<file path="src/rtl/img_pkg.sv">
// Shared image geometry and stream-FSM encoding for the filter/readback blocks.
// Address layout is {row, col}, so the raster index equals the BRAM address.
package img_pkg;

    localparam int IMG_ROWS  = 128;
    localparam int IMG_COLS  = 128;
    localparam int PIX_W     = 8;
    localparam int ADDR_W    = 14;
    localparam int FRAME_PIX = IMG_ROWS * IMG_COLS;
    localparam int CNT_W     = ADDR_W + 1;

    typedef enum logic [1:0] {
        IDLE   = 2'd0,
        STREAM = 2'd1,
        DONE   = 2'd2
    } state_e;

endpackage

</file>
<file path="src/rtl/pix_skid_fifo.sv">
// Two-entry synchronous FIFO; head is combinational from storage.
// Latency: a push is visible at the head the cycle after it is written.
// Backpressure: none internally; the caller must never push when full.
module pix_skid_fifo #(
    parameter int W = 8
) (
    input  logic         clk,
    input  logic         rst,
    input  logic         push,
    input  logic         pop,
    input  logic [W-1:0] din,
    output logic [W-1:0] head,
    output logic [1:0]   count
);

    logic [W-1:0] mem_q [2];
    logic [W-1:0] mem_d [2];
    logic         wr_ptr_q, wr_ptr_d;
    logic         rd_ptr_q, rd_ptr_d;
    logic [1:0]   count_q, count_d;

    always_comb begin
        mem_d    = mem_q;
        wr_ptr_d = wr_ptr_q;
        rd_ptr_d = rd_ptr_q;
        count_d  = count_q;
        if (push) begin
            mem_d[wr_ptr_q] = din;
            wr_ptr_d        = ~wr_ptr_q;
        end
        if (pop) begin
            rd_ptr_d = ~rd_ptr_q;
        end
        case ({push, pop})
            2'b10:   count_d = count_q + 2'd1;
            2'b01:   count_d = count_q - 2'd1;
            default: count_d = count_q;
        endcase
    end

    always_ff @(posedge clk) begin
        if (rst) begin
            mem_q[0] <= '0;
            mem_q[1] <= '0;
            wr_ptr_q <= 1'b0;
            rd_ptr_q <= 1'b0;
            count_q  <= 2'd0;
        end else begin
            mem_q    <= mem_d;
            wr_ptr_q <= wr_ptr_d;
            rd_ptr_q <= rd_ptr_d;
            count_q  <= count_d;
        end
    end

    assign head  = mem_q[rd_ptr_q];
    assign count = count_q;

    no_overflow: assert property (@(posedge clk) disable iff (rst)
        !(push && !pop && count_q == 2'd2));
    no_underflow: assert property (@(posedge clk) disable iff (rst)
        !(pop && count_q == 2'd0));

endmodule

</file>
<file path="src/rtl/result_stream_reader.sv">
// Streams the output BRAM frame in raster order as a valid/ready pixel stream.
// Latency: start at edge k -> first read in cycle k+1 -> m_valid in cycle k+3.
// Backpressure: reads are throttled so FIFO occupancy plus the in-flight read never exceeds 2.
module result_stream_reader
    import img_pkg::*;
(
    input  logic              clk,
    input  logic              rst,
    input  logic              start,
    output logic              busy,
    output logic              done,
    output logic [ADDR_W-1:0] ram_raddr,
    input  logic [PIX_W-1:0]  ram_rdata,
    output logic              m_valid,
    input  logic              m_ready,
    output logic [PIX_W-1:0]  m_data,
    output logic              m_last
);

    localparam logic [CNT_W-1:0] FRAME_CNT = CNT_W'(FRAME_PIX);
    localparam logic [CNT_W-1:0] LAST_BEAT = CNT_W'(FRAME_PIX - 1);
    localparam logic [CNT_W-1:0] CNT_ONE   = CNT_W'(1);

    state_e            state_q, state_d;
    logic [CNT_W-1:0]  issue_cnt_q, issue_cnt_d;
    logic [CNT_W-1:0]  beat_cnt_q, beat_cnt_d;
    logic [ADDR_W-1:0] raddr_q, raddr_d;
    logic              in_flight_q, in_flight_d;

    logic [1:0]        fifo_count;
    logic [PIX_W-1:0]  fifo_head;
    logic              pop;
    logic              issue;
    logic [2:0]        pending;

    pix_skid_fifo #(
        .W (PIX_W)
    ) u_fifo (
        .clk   (clk),
        .rst   (rst),
        .push  (in_flight_q),
        .pop   (pop),
        .din   (ram_rdata),
        .head  (fifo_head),
        .count (fifo_count)
    );

    // Issue only if the slot freed by this cycle's pop leaves room for the returning read.
    always_comb begin
        m_valid = (fifo_count != 2'd0);
        m_data  = fifo_head;
        m_last  = m_valid && (beat_cnt_q == LAST_BEAT);
        pop     = m_valid && m_ready;
        pending = {1'b0, fifo_count} + {2'b00, in_flight_q} - {2'b00, pop};
        issue   = (state_q == STREAM) && (issue_cnt_q < FRAME_CNT) && (pending <= 3'd1);
        busy    = (state_q == STREAM);
        done    = (state_q == DONE);
        ram_raddr = issue ? issue_cnt_q[ADDR_W-1:0] : raddr_q;
    end

    always_comb begin
        state_d     = state_q;
        issue_cnt_d = issue_cnt_q;
        beat_cnt_d  = beat_cnt_q;
        raddr_d     = raddr_q;
        in_flight_d = issue;
        case (state_q)
            IDLE: begin
                if (start) begin
                    state_d = STREAM;
                end
            end
            STREAM: begin
                if (issue) begin
                    issue_cnt_d = issue_cnt_q + CNT_ONE;
                    raddr_d     = issue_cnt_q[ADDR_W-1:0];
                end
                if (pop) begin
                    beat_cnt_d = beat_cnt_q + CNT_ONE;
                    if (m_last) begin
                        state_d = DONE;
                    end
                end
            end
            DONE: begin
                state_d     = IDLE;
                issue_cnt_d = '0;
                beat_cnt_d  = '0;
            end
            default: begin
                state_d = IDLE;
            end
        endcase
    end

    always_ff @(posedge clk) begin
        if (rst) begin
            state_q     <= IDLE;
            issue_cnt_q <= '0;
            beat_cnt_q  <= '0;
            raddr_q     <= '0;
            in_flight_q <= 1'b0;
        end else begin
            state_q     <= state_d;
            issue_cnt_q <= issue_cnt_d;
            beat_cnt_q  <= beat_cnt_d;
            raddr_q     <= raddr_d;
            in_flight_q <= in_flight_d;
        end
    end

    occupancy_bound: assert property (@(posedge clk) disable iff (rst)
        ({1'b0, fifo_count} + {2'b00, in_flight_q}) <= 3'd2);

endmodule

</file>
<file path="config.mk">
export PLATFORM = sky130hd
export DESIGN_NAME = result_stream_reader
export DESIGN_NICKNAME = d
export VERILOG_FILES = /design/src/rtl/img_pkg.sv /design/src/rtl/pix_skid_fifo.sv /design/src/rtl/result_stream_reader.sv
export SDC_FILE = /design/constraint.sdc
export NUM_CORES = 1
export LEC_CHECK = 0
export ABC_AREA = 1
export CORE_MARGIN = 3
export CORE_UTILIZATION = 50
export DETAILED_ROUTE_END_ITERATION = 10
export PLACE_DENSITY = 0.72
export SLEW_MARGIN = 30
export SYNTH_ARGS = -nofsm -noshare
export SYNTH_HDL_FRONTEND = slang
export SYNTH_SLANG_ARGS = --single-unit
</file>
<file path="constraint.sdc">
create_clock -name clk -period 2.4 [get_ports clk]
set_input_delay 0.36 -clock clk [delete_from_list [all_inputs] [get_ports clk]]
set_output_delay 0.36 -clock clk [all_outputs]
set_load 0.02 [all_outputs]
</file>
---- Word-level counts from Yosys, hierarchy flattened ----
Index checks and enable logic that the tools add are counted.
storage, ports and cells
  bits in registers ....................... 67
  output and inout port bits .............. 26
  logic and storage cells ................. 62
cells by class
  $add $sub $neg .......................... 6
  $lt $le $gt $ge ......................... 5
  equal/unequal tests ..................... 9
  mux-type cells .......................... 16
  bitwise operators ....................... 4
  reduce and logical (&&, ||, !) cells .... 12
operator list
  cell                                                            count
  case mux 15 bit (2 select lines)                                2
  two-way mux 8 bit                                               4
  adder 15 x 1 -> 15 bit, second input constant                   2
  two-way mux 15 bit                                              2
  bitwise mux 16 bit                                              1
  == test 15 x 14 -> 1 bit, second input constant                 1
  < comparator 15 bit, second input constant                      1
  two-way mux 14 bit                                              1
  demux 8 bit (select 1 bit)                                      1
  case mux 2 bit (2 select lines)                                 2
  two-way mux 2 bit                                               3
  inequality test 2 x 1 -> 1 bit, second input constant           3
  nonzero test 2 bit                                              3
  logical AND 1 bit                                               5
  == test 2 x 1 -> 1 bit, second input constant                   2
  == test 2 bit, second input constant                            2
  greater-or-equal comparator 2 bit, second input constant        2
  inverter 1 -> 2 bit                                             2
  AND reduction 2 bit                                             2
  adder 2 x 1 -> 3 bit                                            1
  less-or-equal comparator 3 x 1 -> 1 bit, second input constant  1
  AND reduction 3 bit                                             1
  subtractor 3 x 1 -> 3 bit                                       1
  adder 2 x 1 -> 2 bit, second input constant                     1
  other kinds (5)                                                 6

---- Depth between registers and ports, before layout ----
Gate-level depths: netlist of the first run.
  depth in word-level cells ............... 7
  mapped depth ............................ 19

---- Modules after synthesis ----
From an unflattened synthesis of the first run, not the netlist that was laid out.
unflattened totals
  cell total of the unflattened synthesis .. 482
  area, all modules ....................... 3318.2 um^2
by module, submodules not included
  module                times used  cells an instance  area an instance (um^2)  seq. area each (um^2)
  result_stream_reader  1           369                2492.4                   940.9
  pix_skid_fifo         1           113                825.8                    400.4

---- Least setup slack after synthesis of the first run ----
OpenSTA, ideal clock, no wires.
  path type ............................... flip-flop to output port
  start ................................... register u_fifo.count_q[1], in the netlist u_fifo.count[1]
  end ..................................... output port ram_raddr[10]
  data arrival time ....................... 2.407 ns
  required time ........................... 2.040 ns
  path slack .............................. -0.367 ns
  stages on the path, launching flop included .. 17
  path buffers ............................ 1
  path through ............................ dfxtp_1 > inv_1 > nand2_1 > nand2_1 > nand2_1 > nand2_1 > ha_1 > inv_1 > fa_1 > nand2_1 > nor2_1 > nand2_4 > inv_2 > buf_2 > nand2_1 > o21ai_0 > inv_1
on the way
  cells in the longest elaborated chain, start to end .. 6
  elaborated cells between the ends (all ways) .. 7
ends and longest elaborated chain
  element                                  line                        text
  start: declaration                       pix_skid_fifo.sv:20         logic [1:0] count_q, count_d;
  start signal: assignment                 pix_skid_fifo.sv:52         count_q <= count_d;
  nonzero test 2 bit                       result_stream_reader.sv:50  m_valid = (fifo_count != 2'd0);
  via m_valid                              result_stream_reader.sv:14  output logic m_valid,
  logical AND 1 bit                        result_stream_reader.sv:53  pop = m_valid && m_ready;
  subtractor 3 x 1 -> 3 bit                result_stream_reader.sv:54  pending = {1'b0, fifo_count} + {2'b00, in_flight_q} - {2'b00, pop};
  less-or-equal comparator 3 x 1 -> 1 bit  result_stream_reader.sv:55  issue = (state_q == STREAM) && (issue_cnt_q < FRAME_CNT) && (pending <= 3'd1);
  logical AND 1 bit                        result_stream_reader.sv:55
  two-way mux 14 bit                       -
  end: declaration                         result_stream_reader.sv:12  output logic [ADDR_W-1:0] ram_raddr,
The timed path passes the listed nets, and every way through them passes these cells.

---- Worst setup path after layout of the first run ----
  start ................................... register u_fifo.count_q[0], in the netlist u_fifo.count[0]
  end ..................................... output port ram_raddr[12]
on the way
  cells in the longest elaborated chain, start to end .. 6
  elaborated cells between the ends (all ways) .. 7
ends and longest elaborated chain
  element                                                                       line
  parallel branches: the longest is 2 deep, another holds adder 2 x 1 -> 3 bit  -
  subtractor 3 x 1 -> 3 bit (*)                                                 result_stream_reader.sv:54
  less-or-equal comparator 3 x 1 -> 1 bit (*)                                   result_stream_reader.sv:55
  logical AND 1 bit (*)                                                         result_stream_reader.sv:55
  two-way mux 14 bit (*)                                                        -
Every way passes the cells marked *.

==> results by group, run 1 <==
Detailed routing
  – Met2 wire length: 5.01 mm
  – Residual DRC: 0
  – DR vias: 3566
  – Drt pass-1 iters: 5
  – Met1 WL: about 4.2 mm
  – Routed Antenna Nets: 0
  – Wirelength, routed: 10.0 mm
  – Met3 routed wirelength: 535 µm
  – DR vias/cell: 5.39
  – Post-DR wirelength/cell: 15.1 µm
  – Top layer in use: met4
  – Iteration-0 DRC Markers: 248

STA
  – Unrepaired setup endpoints after global routing: true
  – Hold Fails Final Rpt: 0
  – Final worst slack: -0.593 ns
  – Final setup fails: 26
  – Slew margin rel.: 59.9%
  – Slew @ Worst Pin: 0.597 ns
  – Fin. max-slew vios: 0
  – Fin Hold WS: roughly 0.48 ns
  – Min Tclk post-route: about 3.0 ns
  – Fmax: ~0.33 GHz
  – Clock Skew: 0.00875 ns
  – Fin crit share: 125%

Finish
  – Design area: 4760 µm²
  – Share of layout cells above drive strength 1: 30.2%
  – Final std cells w/o fill: 662
  – Total Nets Final: 598
  – P&R area growth vs syn: 49.4%
  – Final core area utilization: 78.6%
  – Antenna cells: 0

Clock tree
  – Clock tree sinks: 67
  – Worst skew pair latency: 0.35 ns
  – TritonCTS clock tree: built
  – Clock H-tree levels: 3
  – Hold-fix buffers, CTS: 0
  – CTS clk-pin slew, worst paths: 0.08 ns
  – Root Driver: clkbuf_8
  – CTS buffer count: 9
  – Clk buf depth: 2

Pwr
  – Sequential power share: 27.3%
  – Clock power frac: 19.6%
  – Internal: 3.15 mW
  – Leak Pwr: 2.05 nW
  – Combinational power share: 53.1%
  – Sw Pwr: ~1.9 mW
  – Total power: roughly 5.1 mW
  – Cell area power density: 1060 nW/µm²
  – Peak supply drop: 0.000908 V
  – Sw Ratio: 37.8%

Critical path
  – Critical path endpoint category: primary output
  – Crit-path max cell delay: between 0.5 and 0.6 ns
  – Setup crit start kind: flip-flop
  – Top delay family on crit path: simple AND/OR/NAND/NOR gates
  – Buffer and inverter count on the worst path: 5
  – Top cell by count, worst path: nor2_4
  – CP max FO: 7
  – CP cell instances: nor2_4 -> nor2_4 -> nand2_2 -> nand2_4 -> ha_4 -> inv_2 -> fa_2 -> nand2_2 -> nor2_4 -> nand2_4 -> clkinv_8 -> buf_12 -> nand2_1 -> o21ai_2 -> inv_2 -> buf_6
  – Crit path kind: flip-flop to primary output
  – CP required: 2.04 ns
  – Critical path arrival: 2.63 ns
  – Slowest cell on crit path: fa_2

Floorplan
  – Initial core utilization: 52.6%
  – Full die area: 7370 µm²
  – Die width: 85.9 µm
  – Rows: 28
  – Height of the die: 85.9 µm
  – CORE AREA: 6060 µm²
  – Ports: 38

Global routing
  – Tot GR Track Use: 24.9%
  – Vias in the first global route: roughly 3300
  – Initial antenna violation count: 0
  – Total gr overflow: 0
  – First-pass GRT wire length: approximately 15 mm
  – Largest net degree at the start of global routing: 28

Synthesis
  – Post-synthesis average cell area: 6.58 µm²
  – Yosys warns: 0
  – Area leader, netlist: dfxtp_1
  – Largest cells by area after synthesis: dfxtp_1 (42%), nand2_1 (14%), nor2_1 (9.8%), inv_1 (8.0%), o21ai_0 (6.6%)
  – Cells after Synth: 485
  – Syn_nets: 501
  – Synth cell types: 25
  – Sequential area share after synthesis: 42.1%
  – Area share of the largest cell type after synthesis: a little over two fifths
  – Post-Syn Area: around 3200 µm²
  – #FFs+latches synth: 67

Flow run
  – Max_cap viols: 0

Place
  – Post-DP HPWL: 5.44 mm
  – Inst Count DP: about 610
  – Port-buffer cells: 37
  – Dpl cell area: slightly below 4000 µm²
  – Gp weighted congestion: 0.861

Outcome
  – Status: finished, violations left
  – Failing checks: negative setup slack

Hold path
  – Type of the worst min-delay path: flip-flop to flip-flop
[power by group through the flow]
| stage | registers, mW | logic [mW] | clock network, mW |
|---|---|---|---|
| detailed placement | 1.37 | 1.74 | 0 |
| floorplan | 1.36 | 1.02 | 0 |
| finish | 1.38 | 2.69 | 0.993 |
| global route | 1.40 | 2.83 | 1.05 |
| CTS | 1.35 | 2.18 | 0.998 |
| global placement | 1.37 | 1.70 | 0 |
[synthesized netlist by cell type]
cell type,count
dfxtp_1,67
nor2_2,4
clkbuf_1,5
a21oi_1,27
or2_0,1
and2_1,1
buf_6,1
nor2_4,1
inv_2,5
nor2_1,83
nor3b_1,2
inv_1,68
fa_1,1
buf_2,4
o21a_1,1
nand2_4,3
clkinv_1,2
nand4_1,15
nand2_1,116
o21ai_0,42
o21ai_1,3
nand2_2,2
ha_1,3
nor3_1,16
nand3_1,12
[layer usage]
layer	vias to the layer above	GRT usage, %
met5	-	0
met4	0	8.49
met3	31	5.48
met2	146	43.0
met1	1673	30.5
li1	1716	-
[stage by stage]
stage | TNS (ns) | setup WS [ns]
after global routing | -12.27 | -0.680
after CTS | -8.92 | -0.495
after floorplan | 0 | 0.00239
after detailed placement | -24.21 | -1.05
after global placement | -22.84 | -0.995
final | -9.07 | -0.593
[logic make-up (layout without fill, tap and decap cells)]
kind of cell,count (synthesis),after routing,share of synthesized area [%]
and+or+nand+nor,256,257,34.2
buffers and inverters,85,186,10.4
AOI/OAI and AO/OA,73,73,11.5
DFF,67,67,42.1
adders and majority gates,4,4,1.80
[cell usage in the layout (no fill, tap or decap), drive strengths merged]
master,synthesis,layout
clkdlybuf4s50,0,21
clkbuf,5,13
nand2,121,122
inv,73,71
dfxtp,67,67
a21oi,27,27
o21a,1,1
fa,1,1
clkinvlp,0,3
nand4,15,15
nor3b,2,2
ha,3,3
dlygate4sd2,0,2
and2,1,1
clkinv,2,5
nor3,16,16
bufinv,0,1
nand3,12,12
nor2,88,88
or2,1,1
o21ai,45,45
buf,5,70
[path summary, 6_finish.rpt]
path              depth (start not counted)              to  slack (ns)            start
hold reg to reg                           2   beat_cnt_q[5]        0.48    beat_cnt_q[5]
setup reg to reg                         17  issue_cnt_q[2]       -0.23  u_fifo.count[0]
setup / recovery                         16   ram_raddr[12]       -0.59  u_fifo.count[0]
hold / removal                            2   beat_cnt_q[5]        0.48    beat_cnt_q[5]
[state kept, by name (all words and copies together), names as in the netlist]
name / cells
u_fifo.rd_ptr_q: 1
in_flight_q: 1
u_fifo.wr_ptr_q: 1
beat_cnt_q: 15
issue_cnt_q: 15
raddr_q: 14
state_q: 2
u_fifo.mem_q: 16
u_fifo.count: 2
[worst min-delay path, stage by stage (launching register included)]
cell     delay [ns]
dfxtp_1        0.33
inv_1          0.05
a21oi_1        0.06
[layout make-up]
type	count	area, µm²
Clock buffer	11	151
Clock inverter	5	61.3
Fill cell	415	1300
Inverter	75	312
Multi-Input combinational cell	334	1850
Sequential cell	67	1350
Tap cell	75	93.8
Timing Repair Buffer	95	946
[what timing repair did]
action,4_1_cts,5_1_grt
pin swaps,8,26
hold endpoints to repair,0,0
setup buffers,25,14
endpoints found under the setup margin,30,57
gates resized for setup,111,71
gates cloned,1,3
Power figures use the tool's default switching activity.
==> run 2, diff against run 1 <==
--- a/config.mk
+++ b/config.mk
@@ -6,6 +6,7 @@
 export NUM_CORES = 1
 export LEC_CHECK = 0
 export ABC_AREA = 1
+export CORE_ASPECT_RATIO = 0.75
 export CORE_MARGIN = 3
 export CORE_UTILIZATION = 50
 export DETAILED_ROUTE_END_ITERATION = 10
==> results by group, run 2 (synthesized netlist as in run 1, its figures left out) <==
Finish
  – Final core area utilization: 77.1% (-1.5 points)
  – Most frequent cells in the layout: nand2_1 (98), nor2_1 (75), dfxtp_1 (65)
  – Max reg flops: 16 (unchanged)
  – Register with the most flip-flops: u_fifo.mem_q
  – Final std cells w/o fill: 655 (-1.1%)
  – Total Nets Final: 588 (-1.7%)
  – Antenna cells: 0 (unchanged)
  – Top Registers: u_fifo.mem_q x16, beat_cnt_q x15, issue_cnt_q x15
  – P&R area growth vs syn: 45.2%
  – Share of layout cells above drive strength 1: 27.4% (-2.8 points)
  – Most common cell after layout, fill and taps aside: nand2_1

Detailed routing
  – Routed Antenna Nets: 0 (unchanged)
  – DR vias: 3373 (-5.4%)
  – Residual DRC: 0 (unchanged)
  – Iteration-0 DRC Markers: 219 (-12%)
  – Wirelength, routed: 8.70 mm (-13%)
  – DR vias/cell: 5.15 (-4.4%)
  – Drt pass-1 iters: 6 (+1)
  – Post-DR wirelength/cell: 13.3 µm (-12%)

Clock tree
  – Clk buf depth: 2 (unchanged)
  – TritonCTS clock tree: built
  – Clock tree sinks: 67 (unchanged)
  – Worst skew pair latency: 0.36 ns (about the same)
  – Root Driver: clkbuf_8
  – CTS clk-pin slew, worst paths: 0.08 ns (about the same)
  – Clock H-tree levels: 3 (unchanged)
  – CTS buffer count: 9 (unchanged)
  – Hold-fix buffers, CTS: 0 (unchanged)

Critical path
  – CP required: 2.04 ns (about the same)
  – R2r setup slk: -0.41 ns (-0.18 ns)
  – Critical path arrival: 2.57 ns (-0.06 ns)
  – R2R Path End: raddr_q[11]
  – CP max FO: 6 (-1)
  – Critical path endpoint category: primary output
  – R2R Path Start: u_fifo.count[0]
  – Crit path kind: flip-flop to primary output
  – R2R depth: 22 (+5)
  – Setup crit start kind: flip-flop

Floorplan
  – Height of the die: 75.2 µm (-12%)
  – Ports: 38 (unchanged)
  – Full die area: 7380 µm² (+0.13%)
  – Rows: 24 (-14%)
  – CORE AREA: 6010 µm² (-0.91%)
  – Die width: 98.2 µm (+14%)
  – Initial core utilization: 53.1% (+0.48 points)

STA
  – Final setup fails: 20 (-23%)
  – Clock Skew: 0.0136 ns (+0.00488 ns)
  – Fin crit share: 122% (-2.6 points)
  – Unrepaired setup endpoints after global routing: true
  – Hold Fails Final Rpt: 0 (unchanged)
  – Slew @ Worst Pin: 0.494 ns (-0.103 ns)
  – Fin Hold WS: 0.456 ns (-0.0242 ns)
  – Fin. max-slew vios: 0 (unchanged)
  – Slew margin rel.: 66.8% (+6.9 points)
  – Fmax: 0.341 GHz (+2.1%)
  – Final worst slack: -0.532 ns (+0.0618 ns)
  – Min Tclk post-route: 2.93 ns (-0.0618 ns)

Place
  – Port-buffer cells: 37 (unchanged)
  – Gp weighted congestion: 0.885 (+2.8%)
  – Post-DP HPWL: 5.39 mm (-0.98%)
  – Inst Count DP: 618 (+0.82%)
  – Pre-CTS WS: -1.09 ns (-0.0460 ns)

Global routing
  – Tot GR Track Use: 24.0% (-0.87 points)
  – Initial antenna violation count: 0 (unchanged)
  – First-pass GRT wire length: 14.1 mm (-4.8%)
  – Vias in the first global route: 3031 (-8.6%)
  – Largest net degree at the start of global routing: 20 (-29%)
  – Total gr overflow: 0 (unchanged)

Pwr
  – Leak Pwr: 1.98 nW (-3.4%)
  – Peak supply drop: 0.000748 V (-18%)
  – Total power: 4.96 mW (-2.0%)
  – Cell area power density: 1070 nW/µm² (+0.85%)

Flow run
  – Max_cap viols: 0 (unchanged)

Hold path
  – HP Start: beat_cnt_q[9]
  – Type of the worst min-delay path: flip-flop to flip-flop
  – Hold-critical path depth: 2 (unchanged)
  – Worst Hold End: beat_cnt_q[9]

Outcome
  – Failing checks: negative setup slack
  – Status: finished, violations left
## run 2: through the flow
step / TNS [ns] / cell area (µm²)
2_1_floorplan: 0 / 3280
3_3_place_gp: -22.98 / 3900
3_5_place_dp: -25.99 / 3900
4_1_cts: -8.87 / 4540
5_1_grt: -10.53 / 4630
6_report: -7.45 / 4630
## run 2: power breakdown
| part | switching (mW) | internal [mW] |
|---|---|---|
| Sequential | 0.116 | 1.27 |
| Clock | 0.474 | 0.613 |
| Combinational | 1.23 | 1.26 |
| Total | 1.82 | 3.14 |
## run 2: timing repair
item | 4_1_cts | 5_1_grt
setup endpoints to repair | 34 | 39
buffers inserted | 25 | 8
gates cloned | 4 | 0
pin swaps | 16 | 26
resized for setup | 129 | 42
hold endpoints to repair | 0 | 0
## run 2: per-layer routing
| layer | vias to the layer above | share of wire (%) | global-route usage [%] |
|---|---|---|---|
| li1 | 1699 | - | - |
| met5 | - | 0 | 0 |
| met1 | 1542 | 47 | 31.7 |
| met2 | 110 | 45 | 38.3 |
| met3 | 22 | 5.6 | 6.57 |
| met4 | 0 | 2.1 | 9.09 |
## run 2: area by class of cell
class,count,area [µm²]
multi-input cells,333,1810
repair buffers,85,847
well taps,78,97.6
flip-flops and latches,67,1350
clock inverters,6,88.8
repair inverters,1,6.26
inverters,75,299
fillers,438,1380
clock buffers,10,138
## run 2: worst max path at each step
stage / from / endpoint / cells after the start
2_1_floorplan: u_fifo.count[1] / ram_raddr[1] / 16
3_3_place_gp: m_ready / ram_raddr[9] / 17
3_5_place_dp: m_ready / ram_raddr[13] / 17
4_1_cts: u_fifo.count[1] / ram_raddr[7] / 17
5_1_grt: u_fifo.count[0] / ram_raddr[11] / 17
6_report: u_fifo.count[0] / ram_raddr[11] / 17
## run 2: critical path: stages (launching register included)
cell	delay, ns
dfxtp_4	0.37
inv_4	0.08
nand2_4	0.06
nand2_4	0.07
nand2_4	0.06
nand2_4	0.07
ha_4	0.12
inv_2	0.03
fa_1	0.48
nand2_1	0.06
nor2_2	0.13
nand2_4	0.11
inv_8	0.11
buf_6	0.12
buf_16	0.13
o21ai_4	0.06
inv_2	0.05
buf_6	0.10
==> run 3, diff against run 2 <==
--- a/config.mk
+++ b/config.mk
@@ -6,6 +6,7 @@
 export NUM_CORES = 1
 export LEC_CHECK = 0
 export ABC_AREA = 1
+export ABC_CLOCK_PERIOD_IN_PS = 2400
 export CORE_ASPECT_RATIO = 0.75
 export CORE_MARGIN = 3
 export CORE_UTILIZATION = 50
==> results of run 3 <==
Same layout as run 2: the final DEF is identical, and so are final timing and power.
